### src/rtl/mem_copy_master.sv
// mem_copy_master
//   Bus initiator for the PicoRV32 native memory interface. It copies a block
//   of 32-bit words from src_addr to dst_addr. Each word is one read followed
//   by one write, and every transaction is followed by a one-cycle idle gap.
//
// Ports
//   clk, resetn          clock (rising edge) and async active-low reset
//   start                one-cycle request, honoured only in IDLE
//   src_addr, dst_addr   byte addresses; bits [1:0] are dropped
//   len_words            words to copy (0 completes immediately)
//   busy                 copy in progress
//   done                 one-cycle completion pulse
//   mem_valid/mem_ready  request / completion handshake
//   mem_addr, mem_wdata, mem_wstrb, mem_rdata  native bus payload
//
// Every output is decoded from registered state only. No input has a
// combinational path to an output.
module mem_copy_master (
  input  logic        clk,
  input  logic        resetn,
  input  logic        start,
  input  logic [31:0] src_addr,
  input  logic [31:0] dst_addr,
  input  logic [15:0] len_words,
  output logic        busy,
  output logic        done,
  output logic        mem_valid,
  input  logic        mem_ready,
  output logic [31:0] mem_addr,
  output logic [31:0] mem_wdata,
  output logic [3:0]  mem_wstrb,
  input  logic [31:0] mem_rdata
);

  typedef enum logic [2:0] {
    IDLE   = 3'd0,
    RD     = 3'd1,
    RD_GAP = 3'd2,
    WR     = 3'd3,
    WR_GAP = 3'd4,
    DONE   = 3'd5
  } state_t;

  state_t      state, state_nxt;
  logic [31:0] src_ptr, dst_ptr, data_reg;
  logic [15:0] cnt;

  // mem_valid is high in RD and WR, so mem_ready alone marks the handshake there.
  logic rd_hs, wr_hs;
  assign rd_hs = (state == RD) && mem_ready;
  assign wr_hs = (state == WR) && mem_ready;

  always_ff @(posedge clk or negedge resetn) begin
    if (!resetn) state <= IDLE;
    else         state <= state_nxt;
  end

  always_comb begin
    state_nxt = state;
    case (state)
      IDLE:    if (start) state_nxt = (len_words == 16'd0) ? DONE : RD;
      RD:      if (mem_ready) state_nxt = RD_GAP;
      // The gap matters: the BRAM responder registers ready from valid, so
      // valid held into the next transaction would complete it at once.
      RD_GAP:  state_nxt = WR;
      WR:      if (mem_ready) state_nxt = (cnt == 16'd1) ? DONE : WR_GAP;
      WR_GAP:  state_nxt = RD;
      DONE:    state_nxt = IDLE;
      default: state_nxt = IDLE;
    endcase
  end

  always_ff @(posedge clk or negedge resetn) begin
    if (!resetn) begin
      src_ptr  <= 32'h0;
      dst_ptr  <= 32'h0;
      data_reg <= 32'h0;
      cnt      <= 16'h0;
    end else begin
      if ((state == IDLE) && start && (len_words != 16'd0)) begin
        src_ptr <= {src_addr[31:2], 2'b00};
        dst_ptr <= {dst_addr[31:2], 2'b00};
        cnt     <= len_words;
      end
      if (rd_hs) data_reg <= mem_rdata;
      if (wr_hs) begin
        // Natural 32-bit overflow gives the required wrap past 0xFFFFFFFC.
        src_ptr <= src_ptr + 32'd4;
        dst_ptr <= dst_ptr + 32'd4;
        cnt     <= cnt - 16'd1;
      end
    end
  end

  assign busy      = (state == RD) || (state == RD_GAP) || (state == WR) || (state == WR_GAP);
  assign done      = (state == DONE);
  assign mem_valid = (state == RD) || (state == WR);
  assign mem_addr  = (state == WR) ? dst_ptr : src_ptr;
  assign mem_wdata = data_reg;
  assign mem_wstrb = (state == WR) ? 4'hF : 4'h0;

endmodule

### config.mk
export PLATFORM = sky130hd
export DESIGN_NAME = mem_copy_master
export DESIGN_NICKNAME = d
export VERILOG_FILES = /design/src/rtl/mem_copy_master.sv
export SDC_FILE = /design/constraint.sdc
export NUM_CORES = 1
export LEC_CHECK = 0
export ABC_CLOCK_PERIOD_IN_PS = 3900
export BUFFER_PORTS_ARGS = -buffer_cell sky130_fd_sc_hd__buf_2
export CAP_MARGIN = 20
export CORE_ASPECT_RATIO = 1.2
export CORE_MARGIN = 3
export CORE_UTILIZATION = 30
export CTS_BUF_LIST = sky130_fd_sc_hd__clkbuf_8
export DETAILED_ROUTE_END_ITERATION = 8
export PLACE_DENSITY_LB_ADDON = 0.25
export SETUP_SLACK_MARGIN = 0.02
export SLEW_MARGIN = 20
export SYNTH_ARGS = -nofsm -noshare
export SYNTH_HDL_FRONTEND = slang
export SYNTH_SLANG_ARGS = --single-unit
### constraint.sdc
create_clock -name clk -period 3.9 [get_ports clk]
set_input_delay 0.195 -clock clk [delete_from_list [all_inputs] [get_ports clk]]
set_output_delay 0.195 -clock clk [all_outputs]
set_load 0.02 [all_outputs]
==> results.tsv <==
metric	value	unit
Final min period	2910	ps
post-synthesis async set-or-reset flop share	100	%
net switching power figure	2.79	mW
Req. time, crit path	3700	ps
I/O pin cnt	187	
All-Layer GR Usage	16.9	%
core area	0.0199	mm²
detailed-router iteration count before antenna repair	5	
Worst Reg-to-Reg Cells	6	
Clock Skew	18.6	ps
largest net degree at the start of global routing	66	
DRC viols	0	
Mapped Cells	626	
vias per inst	5.19	
worst hold path class	primary input to flop	
worst-path maximum fanout	19	
Critical Path End Type	output pin	
number of global-route vias before repair	5472	
Seq. cell area	0.00278	mm²
Root Driver	clkbuf_8	
Syn. warnings	0	
actual slew at the worst max-slew pin	938	ps
r2r startpoint	state[1]	
Pint	3.22	mW
Die Ht	163	µm
Die Width	137	µm
crit-path max cell delay	580	ps
most frequent cell after synthesis	dfrtp_1	
Worst Min Path Start	dst_addr[22]	
fraction of layout cells with a size suffix above 1	35.6	%
crit share post-route	74.7	%
DP HPWL	13.8	mm
total negative slack	0	ps
Slew Limit Fails	0	
Slew headroom	37.3	%
post-synthesis sequential area ratio	44.8	%
P_leak	3.34	nW
hold depth	3	
Clock transition at path regs	130	ps
final net count	940	
area leader, netlist	dfrtp_1	
WL final	19.1	mm
post-synth top area share	44.8	%
DR vias	5641	
maximum capacitance violations	0	
CTS tree	built	
CTS H-tree lvls	3	
synthesized area	0.00620	mm²
#FFs+latches synth	111	
Final Wtd Congestion	0.778	
DRT iter0 DRCs	328	
CTS Sinks	111	
Crit-path slowest cell	nand2_1	
Diodes inserted	0	
global-route wire length before repair	29.7	mm
Sw Ratio	46.5	%
clock latency on the worst-skew pair	410	ps
startpoint types	flop	
post-CTS setup buffers	0	
Longest Clk Path Bufs	2	
Die Footprint	0.0224	mm²
peak supply drop	0.000323	V
final hold viol count	0	
FILL cells	2065	
unrepaired setup endpoints after global routing	no	
Mapped Avg Cell Area	9.90	µm²
Gate power share	49.5	%
port bufs	180	
number of buffers created by CTS	9	
Fmax	343	MHz
multi-input logic area	0.00315	mm²
Crit path arrival time	2720	ps
outcome	completed	
grt ovf	0	
Tot Pwr	6.01	mW
Crit Path Class	flop to output pin	
dominant synthesized flop cell	dfrtp_1	
Clock power frac	12.0	%
final setup fails	0	
PD cells	769	mW/mm²
Post-synth EDFFs	0	
reg2reg end	dst_ptr[29]	
row count	56	
Seq pwr share	38.5	%
Routed WL per cell	17.6	µm
Worst Hold End	dst_ptr[22]	
post-synthesis cell type count	69	
initial antenna violation count	0	
R2R Setup Slk	1350	ps
Layout area overhead	26.2	%
most frequent cells after synthesis	dfrtp_1 (111), mux2_2 (58), nand2_1 (58)	
ANT nets after route	0	
initial core utilization	31.1	%
crit path cell chain	nor2b_1 > nand2_1 > buf_4 > o21ai_0 > buf_2	
synth top area cells	dfrtp_1 (45%), mux2_2 (11%), nand2_1 (3.5%)	
## critical path: cells and delay by family, from the launching register on
kind / cells / cell delay (ps)
AND/OR/NAND/NOR: 2 / 830
AO/OA/AOI/OAI: 1 / 290
buffers and inverters: 2 / 650
flip-flops: 1 / 510
## cells by family after synthesis
logic type	count (synthesis)	share of synthesized area, %
AO/OA/AOI/OAI	147	16.7
XOR/XNOR	1	0.141
adder cells (fa/ha/maj)	4	0.808
buffers and inverters	54	4.52
flip-flops	111	44.8
multiplexers	59	10.7
other	1	0.0605
AND/OR/NAND/NOR	249	22.2
## area by class of cell
class                   instances  area share (%)
flip-flops and latches        111            35.5
well taps                     261            4.18
repair buffers                223            16.9
clock buffers                   9            1.58
inverters                      13           0.624
multi-input cells             462            40.2
clock inverters                 7           0.960
## power by group through the flow
stage / logic (mW) / clock network, mW / registers [mW]
finish: 2.98 / 0.723 / 2.31
global route: 3.27 / 0.794 / 2.41
CTS: 3.00 / 0.752 / 2.30
detailed placement: 2.97 / 0 / 2.32
global placement: 2.95 / 0 / 2.31
floorplan: 1.99 / 0 / 2.35
## state kept, by name (all words and copies together), names as in the netlist
register,count
mem_wdata,32
state,3
src_ptr,30
cnt,16
dst_ptr,30
## layout by cell type, fill, tap and decap left out, drive strengths merged, types with 22 or more instances in the layout
cell / instances
mux2: 59
o21ai: 29
nor2: 53
nand2: 58
a211oi: 22
a21oi: 22
dfrtp: 111
buf: 191
dlygate4sd3: 32
nor3: 25
nand3: 34
## through the flow
| stage | utilization, % | cell area (µm²) | cells | hold slack (ps) | worst slack, ps |
|---|---|---|---|---|---|
| 2_1_floorplan | - | 6200 | 627 | -101 | 1890 |
| 3_3_place_gp | 36.7 | 7290 | 1038 | 393 | 1350 |
| 3_5_place_dp | 36.7 | 7290 | 1038 | 387 | 1270 |
| 4_1_cts | 39.3 | 7810 | 1086 | 0.708 | 990 |
| 5_1_grt | 39.3 | 7820 | 1086 | 0.0289 | 844 |
| 6_report | 39.3 | 7820 | 1086 | 17.0 | 987 |
## routing by layer
metal / global-route usage (%) / vias up / wire [µm]
li1: - / 2749 / -
met1: 23.2 / 2723 / 8500
met2: 27.8 / 152 / 9450
met3: 2.46 / 17 / 877
met4: 4.54 / 0 / 233
met5: 0 / - / 0
## worst max path at each step
stage,start,end,depth (start not counted)
floorplan,state[0],mem_addr[14],5
global placement,state[1],src_ptr[25],5
detailed placement,state[1],src_ptr[25],5
CTS,state[0],mem_addr[14],5
global route,state[0],mem_addr[14],5
finish,state[0],mem_addr[14],5
## what timing repair did
item	4_1_cts	5_1_grt
gates resized for setup	0	0
hold buffers	32	0
hold endpoints to repair	94	0
No activity file was read; power rests on OpenSTA's default activity.
